**config.mk**
```make
export PLATFORM = sky130hd
export DESIGN_NAME = spi_serializer
export DESIGN_NICKNAME = d
export VERILOG_FILES = /design/src/rtl/spi_pkg.sv /design/src/rtl/spi_tx_hold.sv /design/src/rtl/spi_serializer.sv
export SDC_FILE = /design/constraint.sdc
export NUM_CORES = 1
export LEC_CHECK = 0
export ABC_CLOCK_PERIOD_IN_PS = 2300
export CAP_MARGIN = 20
export CORE_ASPECT_RATIO = 1.5
export CORE_UTILIZATION = 51
export DETAILED_ROUTE_END_ITERATION = 7
export GPL_TIMING_DRIVEN = 1
export PLACE_DENSITY = 0.76
export SYNTH_ARGS = -nofsm -noshare
export SYNTH_HDL_FRONTEND = slang
export SYNTH_SLANG_ARGS = --single-unit
```
**constraint.sdc**
```tcl
create_clock -name clk -period 2.3 [get_ports clk]
set_input_delay 0.46 -clock clk [delete_from_list [all_inputs] [get_ports clk]]
set_output_delay 0.46 -clock clk [all_outputs]
set_load 0.05 [all_outputs]
```
**src/rtl/spi_pkg.sv**
```systemverilog
// Shared types and defaults for the SPI MISO-path serializer.
package spi_pkg;

    typedef enum logic {
        IDLE  = 1'b0,
        SHIFT = 1'b1
    } ser_state_t;

    localparam int SPI_DATA_W = 8;

endpackage

```
**src/rtl/spi_tx_hold.sv**
```systemverilog
// One-entry holding buffer between the RAM read port and the shifter.
module spi_tx_hold
    import spi_pkg::*;
#(
    parameter int DATA_W = SPI_DATA_W
) (
    input  logic              clk,
    input  logic              rst,
    input  logic [DATA_W-1:0] tx_data,
    input  logic              tx_valid,
    input  logic              drain,
    output logic              tx_ready,
    output logic              buf_full,
    output logic [DATA_W-1:0] buf_data
);

    logic              full_q, full_d;
    logic              ready_q;
    logic [DATA_W-1:0] data_q, data_d;

    // Drain only happens when full and accept only when empty, so they never collide.
    always_comb begin
        full_d = full_q;
        data_d = data_q;
        if (drain) begin
            full_d = 1'b0;
        end else if (tx_valid && ready_q) begin
            full_d = 1'b1;
            data_d = tx_data;
        end
    end

    always_ff @(posedge clk or posedge rst) begin
        if (rst) begin
            full_q  <= 1'b0;
            ready_q <= 1'b1;
            data_q  <= '0;
        end else begin
            full_q  <= full_d;
            ready_q <= !full_d;
            data_q  <= data_d;
        end
    end

    assign tx_ready = ready_q;
    assign buf_full = full_q;
    assign buf_data = data_q;

endmodule

```
**src/rtl/spi_serializer.sv**
```systemverilog
// Parallel-to-serial converter for the SPI slave MISO path; one bit per ser_en strobe,
// with back-to-back reload from the holding buffer so a kept-full buffer streams gap-free.
module spi_serializer
    import spi_pkg::*;
#(
    parameter int DATA_W    = SPI_DATA_W,
    parameter int MSB_FIRST = 1
) (
    input  logic              clk,
    input  logic              rst,
    input  logic [DATA_W-1:0] tx_data,
    input  logic              tx_valid,
    output logic              tx_ready,
    input  logic              ser_en,
    output logic              serial_out,
    output logic              busy,
    output logic              done
);

    localparam int CNT_W = $clog2(DATA_W);
    localparam logic [CNT_W-1:0] LAST_BIT = CNT_W'(DATA_W - 1);

    ser_state_t        state_q, state_d;
    logic [DATA_W-1:0] shift_q, shift_d, shifted;
    logic [CNT_W-1:0]  cnt_q, cnt_d;
    logic              done_q, done_d;
    logic              busy_q, busy_d;
    logic              sout_q, sout_d;
    logic              drain;
    logic              buf_full;
    logic [DATA_W-1:0] buf_data;

    spi_tx_hold #(
        .DATA_W (DATA_W)
    ) u_hold (
        .clk      (clk),
        .rst      (rst),
        .tx_data  (tx_data),
        .tx_valid (tx_valid),
        .drain    (drain),
        .tx_ready (tx_ready),
        .buf_full (buf_full),
        .buf_data (buf_data)
    );

    always_comb begin
        if (MSB_FIRST != 0) shifted = {shift_q[DATA_W-2:0], 1'b0};
        else                shifted = {1'b0, shift_q[DATA_W-1:1]};
    end

    always_comb begin
        state_d = state_q;
        shift_d = shift_q;
        cnt_d   = cnt_q;
        done_d  = 1'b0;
        drain   = 1'b0;
        case (state_q)
            IDLE: begin
                if (buf_full) begin
                    shift_d = buf_data;
                    cnt_d   = '0;
                    drain   = 1'b1;
                    state_d = SHIFT;
                end
            end
            SHIFT: begin
                if (ser_en) begin
                    if (cnt_q == LAST_BIT) begin
                        done_d = 1'b1;
                        cnt_d  = '0;
                        if (buf_full) begin
                            shift_d = buf_data;
                            drain   = 1'b1;
                        end else begin
                            shift_d = shifted;
                            state_d = IDLE;
                        end
                    end else begin
                        shift_d = shifted;
                        cnt_d   = cnt_q + 1'b1;
                    end
                end
            end
            default: state_d = IDLE;
        endcase
        // Outputs are registered from next-state values so they line up with the state.
        busy_d = (state_d == SHIFT);
        if (state_d == SHIFT) sout_d = (MSB_FIRST != 0) ? shift_d[DATA_W-1] : shift_d[0];
        else                  sout_d = 1'b0;
    end

    always_ff @(posedge clk or posedge rst) begin
        if (rst) begin
            state_q <= IDLE;
            shift_q <= '0;
            cnt_q   <= '0;
            done_q  <= 1'b0;
            busy_q  <= 1'b0;
            sout_q  <= 1'b0;
        end else begin
            state_q <= state_d;
            shift_q <= shift_d;
            cnt_q   <= cnt_d;
            done_q  <= done_d;
            busy_q  <= busy_d;
            sout_q  <= sout_d;
        end
    end

    assign serial_out = sout_q;
    assign busy       = busy_q;
    assign done       = done_q;

endmodule

```
# Word-level counts from Yosys, hierarchy flattened

Index checks and enable logic that the tools add are counted.

Equal/unequal tests: 3
Bitwise operators: 2
Reductions and logical operators: 4
Mux-type cells: 22
Add/sub/neg operators: 1

Operator list:

| cell                                                                    | number |
|---|---|
| 8-bit 2-to-1 mux                                                        | 4 |
| 8-bit one-hot mux with 2 select lines                                   | 1 |
| 1-bit 2-to-1 mux                                                        | 11 |
| 3-bit 2-to-1 mux                                                        | 3 |
| 3-bit one-hot mux with 2 select lines                                   | 1 |
| 1-bit one-hot mux with 2 select lines                                   | 2 |
| 2-bit AND reduction                                                     | 2 |
| 3-bit by 1-bit adder with 3-bit output, second input constant           | 1 |
| 3-bit equality test, second input constant                              | 1 |
| 2-bit by 1-bit inequality test with 1-bit output, second input constant | 1 |
| 2-bit inequality test, second input constant                            | 1 |
| 1-bit NOT                                                               | 2 |
| 1-bit logical AND                                                       | 1 |
| 1-bit zero test                                                         | 1 |

Word-level logic and storage cells: 41
Register bits: 24

# Logic depth before layout (Yosys ltp)

Gate-level depths: netlist of the first run.

Word-level depth: 6
Gate-level depth with buffers: 6
Mapped depth without buffers: 5

# By module

Synthesis of the first run repeated with hierarchy kept, for this count alone.

Cells, all modules: 78
Area total of the unflattened synthesis: 1,067.3 µm²

By module, submodules not included:

| module         | sequential area each (µm²) | instances | cells an instance | area each (µm²) |
|---|---|---|---|---|
| spi_serializer | 350.3                      | 1         | 55                | 686.9 |
| spi_tx_hold    | 251.5                      | 1         | 23                | 380.4 |

# Worst setup path after synthesis of the first run

Ideal clock, no wire load.

Kind: register to register
Start point: register cnt_q[0]
End point: register u_hold.data_q[0] (netlist: u_hold.buf_data[0])
Period minus slack after synthesis: 1.767 ns
Buffers on the path: 0
Slack: 0.533 ns
Cell stages (with the launch flop): 6
Arrival time: 1.642 ns
Cells stage by stage: dfrtp_1 > ha_1 > ha_1 > a21bo_4 > a21oi_4 > mux2_2

Cells in the longest elaborated chain, start to end: 6

RTL lines:

| item                                  | line                  | RTL |
|---|---|---|
| start, declared                       | spi_serializer.sv:25  | `logic [CNT_W-1:0] cnt_q, cnt_d;` |
| start signal, assigned                | spi_serializer.sv:103 | `cnt_q <= cnt_d;` |
| 3-bit equality test                   | spi_serializer.sv:68  | `if (cnt_q == LAST_BIT) begin` |
| 1-bit 2-to-1 mux                      | spi_serializer.sv:68  |  |
| 1-bit 2-to-1 mux                      | spi_serializer.sv:67  | `if (ser_en) begin` |
| 1-bit one-hot mux with 2 select lines | spi_serializer.sv:57  | `case (state_q)` |
| 1-bit NOT (no source line)            | --                    |  |
| 2-bit AND reduction (no source line)  | --                    |  |
| end signal, assigned                  | spi_tx_hold.sv:41     | `data_q <= data_d;` |
| end, declared                         | spi_tx_hold.sv:19     | `logic [DATA_W-1:0] data_q, data_d;` |

Every way passes these cells.
A chain may end at the register's enable or synchronous reset.

# Worst setup path after layout of the first run

Start point: register busy_q (netlist: busy)
End point: output port busy

RTL lines:

| item                   | line                  | RTL |
|---|---|---|
| start, declared        | spi_serializer.sv:27  | `logic busy_q, busy_d;` |
| start signal, assigned | spi_serializer.sv:105 | `busy_q <= busy_d;` |
| end, declared          | spi_serializer.sv:16  | `output logic busy,` |

No word-level cell between the ends.

==> results of run 1 <==
## sequential cells by signal, summed over array words and instances, names as in the netlist
signal,cells
cnt_q,3
u_hold.buf_data,8
done,1
u_hold.buf_full,1
u_hold.tx_ready,1
serial_out,1
shift_q,8
busy,1
## layer usage
layer	up-vias	global-route usage [%]	part of all wire, %
met5	-	0	0
met4	0	11.8	1.7
met3	4	2.33	3.0
met2	18	30.5	53
met1	352	25.1	43
li1	319	-	-
## cell families after synthesis
| group | after synthesis | share of synthesized area (%) |
|---|---|---|
| DFF | 24 | 57.5 |
| AOI/OAI and AO/OA | 18 | 16.4 |
| and+or+nand+nor | 18 | 10.2 |
| muxes | 10 | 10.5 |
| buffers and inverters | 4 | 2.99 |
| adders and majority gates | 2 | 2.39 |
## power groups by stage
stage	clock network (W)	logic, W	registers (W)
after floorplan	0	0.000310	0.000728
after global placement	0	0.000433	0.000705
after detailed placement	0	0.000455	0.000711
after CTS	0.000227	0.000456	0.000701
after global routing	0.000239	0.000491	0.000727
final	0.000217	0.000448	0.000702
## cell usage in the layout (no fill, tap or decap), drive strengths merged, types with 3 or more instances in the layout
cell type      instances
dfrtp                 23
clkdlybuf4s50         15
mux2                   8
and2                   7
a221o                  6
nand2                  4
clkbuf                 4
a21oi                  3
## synth_stat cells, types with 2 or more instances
| cell type | instances | share of area, % |
|---|---|---|
| mux2_2 | 8 | 8.6 |
| a32o_1 | 2 | 1.9 |
| dfrtp_1 | 23 | 55 |
| a221o_1 | 6 | 5.7 |
| ha_1 | 2 | 2.4 |
| buf_6 | 2 | 2.2 |
| mux2i_1 | 2 | 1.9 |
| and2_1 | 6 | 3.6 |
| nand3_1 | 2 | 0.96 |
| a21oi_1 | 2 | 0.96 |
| nand2_1 | 4 | 1.4 |
## how the worst min path moves through the flow
stage	startpoint	end	slack, ps	cells past startpoint
after floorplan	cnt_q[0]	cnt_q[0]	460	1
after global placement	cnt_q[2]	cnt_q[2]	480	1
after detailed placement	shift_q[4]	shift_q[5]	490	1
after CTS	rst	u_hold.buf_data[2]	460	3
after global routing	rst	u_hold.buf_data[1]	470	3
final	rst	cnt_q[1]	460	3
## layout make-up
cell class	instances	area share [%]
clock buffer	4	2.91
inverter	1	0.301
multi-input combinational	48	33.1
sequential	24	48.3
tap	21	2.11
timing repair buffer	17	13.3
## stage by stage
stage / hold slack (ps) / power, W / worst slack, ps
final: 463 / 0.00137 / 130
after global routing: 474 / 0.00146 / 66.8
after CTS: 465 / 0.00138 / 112
after detailed placement: 490 / 0.00117 / 193
after global placement: 481 / 0.00114 / 251
after floorplan: 459 / 0.00104 / 533
==> impl_metrics.toml, run 1 <==
[placement]
gp_congestion = 0.703
dp_hpwl_um = 1240
placed_area_sq_um = 1210
placed_cells = 111
io_buffers = 15

[synth]
ys_async_sr_fraction_pct = 100
synth_area_sq_um = 1050
synth_edf_count = 0
yosysUniqueCellTypes = 28
synth_nets = 90
postSynthAreaPerCell_sq_um = 13.8
ys_warn_count = 0
synth_flop_cell = "dfrtp_1"
synth_cells = 76
ys_seq_area_share_pct = 57.5
yosys_register_bits = 24

[worst_setup_path]
r2r.worst_path.cells = 5
end_kind = "output pin"
start_kind = "flip-flop"
crit_arrival_ps = 1710
crit_chain = "clkdlybuf4s50_1"
critical_path_class = "reg2out"
r2r_setup_slack_ps = 380
worst-path-buf-inv = 1
critPathMaxFanout = 10
r2r-start = "cnt_q[0]"
path_depth = 1
crit_end = "busy"
cpPeakStageDelay_ps = 860
r2r-end = "u_hold.buf_data[1]"
cpLargestDelayFamily = "buffers and inverters"
crit_start = "busy"
critical_path_required_ps = 1840
crit_slowest_cell = "clkdlybuf4s50_1"

[routing]
wire_per_inst_um = 15.0
num_vias = 693
drt_drc_violations_left = 0
drt_iter0_drc = 23
via_per_inst = 6.03
drtAntennaViolNets = 0
routed_wl_um = 1720
first_pass_iters = 4

[pwr]
pwr-share-comb_pct = 32.8
cellInternalPower_w = 0.000928
vdd_ir_drop_max_v = 0.000650
seqPwrFrac_pct = 51.3
p_sw_w = 0.000439
pwr-share-clk_pct = 15.9
leakage_nw = 0.568
power.density_nw_per_um2 = 1100
switching_share_pct = 32.1

[layout]
finalInstanceArea_sq_um = 1250
nNetsFinal = 109
syn_to_final_growth_pct = 19.1
drive_gt1_share_pct = 23.4
final.fill_count = 157
instances_no_fill = 115
seq_area_sq_um = 602
multi_input_area_sq_um = 413
antenna_cells = 0
fin_util_pct = 66.4

[global_routing]
grt.total_usage_pct = 19.6
grt_max_degree = 25
grt_pass1_vias = 701
grt_overflow = 0
antenna_found_initial = 0
grt_first_pass_wirelength_um = 3000

[floorplanning]
ios = 16
initial_core_util_pct = 55.7
core_area_sq_um = 1880
num_rows = 19
die_h_um = 57.5
die_x_um = 39.0
die-area_sq_um = 2240

[clock_tree]
cts_buffer_depth = 2
clock-sinks = 24
hold_buffers = 0
cts_made_buffers = 3
cts_tree = "done"
cts_resized = 0
clock-root-buffer = "clkbuf_4"
cts_setup_buffers = 0
path_clk_slew_ps = 120
insertion_delay_ps = 310
htree_levels = 1

[timing]
period_share_pct = 94.3
worst_pin_slew_ps = 728
maxSlewHeadroom_pct = 50.1
rsz0062_at_grt = "no"
min_period_ps = 2170
finalSetupViolCount = 0
tns_ps = 0
max_freq_mhz = 461
hold_violations = 0
slew_viol_final = 0
clock_skew_ps = 1.32

[min_path]
hp-class = "in2async"

[run_status]
outcome = "completed"

[job]
drv_cap = 0
No activity file was read; power rests on OpenSTA's default activity.
==> inputs of run 2 (changes only) <==
--- a/config.mk
+++ b/config.mk
@@ -7,11 +7,12 @@
 export LEC_CHECK = 0
 export ABC_CLOCK_PERIOD_IN_PS = 2300
 export CAP_MARGIN = 20
-export CORE_ASPECT_RATIO = 1.5
-export CORE_UTILIZATION = 51
+export CORE_UTILIZATION = 55
 export DETAILED_ROUTE_END_ITERATION = 7
-export GPL_TIMING_DRIVEN = 1
-export PLACE_DENSITY = 0.76
+export DONT_BUFFER_PORTS = 1
+export GPL_TIMING_DRIVEN = 0
+export PLACE_DENSITY = 0.7
+export REMOVE_ABC_BUFFERS = 1
 export SYNTH_ARGS = -nofsm -noshare
 export SYNTH_HDL_FRONTEND = slang
 export SYNTH_SLANG_ARGS = --single-unit
==> impl_metrics.toml, run 2 (same netlist as run 1, synthesis figures left out) <==
[run_status]
outcome = "completed"

[global_routing]
grt_max_degree = 25
antenna_found_initial = 0
grt_first_pass_wirelength_um = 2570
grt_pass1_vias = 579
grt.total_usage_pct = 17.8
grt_overflow = 0

[routing]
drt_iter0_drc = 14
via_per_inst = 5.86
drtAntennaViolNets = 0
routed_wl_um = 1520
wl_met3_um = 53
top_layer = "met4"
drt_drc_violations_left = 0
dr_wl_met2_um = 650
wl_met1_um = 788
first_pass_iters = 4
wire_per_inst_um = 14.9
num_vias = 598

[clock_tree]
clock-sinks = 24
htree_levels = 1
path_clk_slew_ps = 130
clock-root-buffer = "clkbuf_4"
cts_tree = "done"
hold_buffers = 0
cts_setup_buffers = 0
cts_resized = 0
insertion_delay_ps = 310
cts_buffer_depth = 2
cts_made_buffers = 3

[timing]
clock_skew_ps = 9.31
hold_violations = 0
rsz0062_at_grt = "no"
period_share_pct = 84.3
worst_pin_slew_ps = 853
tns_ps = 0
maxSlewHeadroom_pct = 43.1
min_period_ps = 1940
setup_slack_ps = 362
finalSetupViolCount = 0
slew_viol_final = 0
max_freq_mhz = 516

[placement]
dp_slack_ps = 380
gp_congestion = 0.717
io_buffers = 0
dp_hpwl_um = 1000

[worst_setup_path]
crit_slowest_cell = "dfrtp_1"
r2r_setup_slack_ps = 360
critPathMaxFanout = 8
critical_path_class = "reg2reg"
critical_path_required_ps = 2500
crit_arrival_ps = 2140
cpPeakStageDelay_ps = 420
r2r.worst_path.cells = 5
worst-path-buf-inv = 0
cpLargestDelayFamily = "compound AO/OA/AOI/OAI gates"
path_depth = 5
crit_path_frequent_cell = "ha_1"
crit_chain = "ha_1 -> ha_1 -> a21bo_4 -> a21oi_4 -> mux2_2"
start_kind = "flip-flop"
end_kind = "flip-flop"

[job]
drv_cap = 0

[layout]
mostFrequentLayoutCells = "23 x dfrtp_1, 8 x mux2_2, 6 x and2_1, 6 x a221o_1, 4 x nand2_1"
layout_commonest_cell = "dfrtp_1"
fin_util_pct = 61.6
nNetsFinal = 92
syn_to_final_growth_pct = 2.87
antenna_cells = 0
drive_gt1_share_pct = 24.7

[pwr]
power.density_nw_per_um2 = 1180
vdd_ir_drop_max_v = 0.000677
report.power.total_w = 0.00127
leakage_nw = 0.494

[floorplanning]
initial_core_util_pct = 59.9
die-area_sq_um = 2080
core_area_sq_um = 1750
die_x_um = 45.6
ios = 16
num_rows = 15
die_h_um = 45.6

[min_path]
hp-class = "in2async"
## run 2: cell types whose count changed in the layout (fill, tap and decap cells not counted)
cell             previous run  this run
buf_4                       2         0
clkbuf_1                    0         1
clkbuf_8                    1         0
clkdlybuf4s50_1            15         0
## run 2: stage by stage
stage	area, sq um	hold WS (ps)	std cells
floorplan	1020	459	73
CTS	1080	232	102
global route	1080	276	102
global placement	1050	479	98
finish	1080	198	102
detailed placement	1050	481	98
## run 2: path summary, 6_finish.rpt
path                               startpoint                 end
setup / recovery                     cnt_q[0]  u_hold.buf_data[4]
hold / removal                            rst          shift_q[4]
setup reg to reg                     cnt_q[0]  u_hold.buf_data[4]
hold reg to reg            u_hold.buf_data[4]          shift_q[4]
max in group asynchronous                 rst          shift_q[6]
min in group clk                   tx_data[0]  u_hold.buf_data[0]
## run 2: layer usage
metal  up-vias  global-route usage (%)
met5         -                       0
met4         0                    9.09
met3         4                    2.78
met2        11                    27.1
met1       298                    24.7
li1        285                       -
## run 2: cell type report
class,instances,area [sq um]
Fill cell,154,669
Tap cell,25,31.3
Clock buffer,4,26.3
Sequential cell,24,602
Multi-Input combinational cell,48,413
Inverter,1,3.75
## run 2: where the power goes
part	switching, W	internal [W]	total (W)	leakage [nW]
Combinational	0.000121	0.000189	0.000310	0.182
Sequential	0.000180	0.000590	0.000771	0.297
Clock	0.000117	0.0000677	0.000184	0.0150
Total	0.000418	0.000848	0.00127	0.494
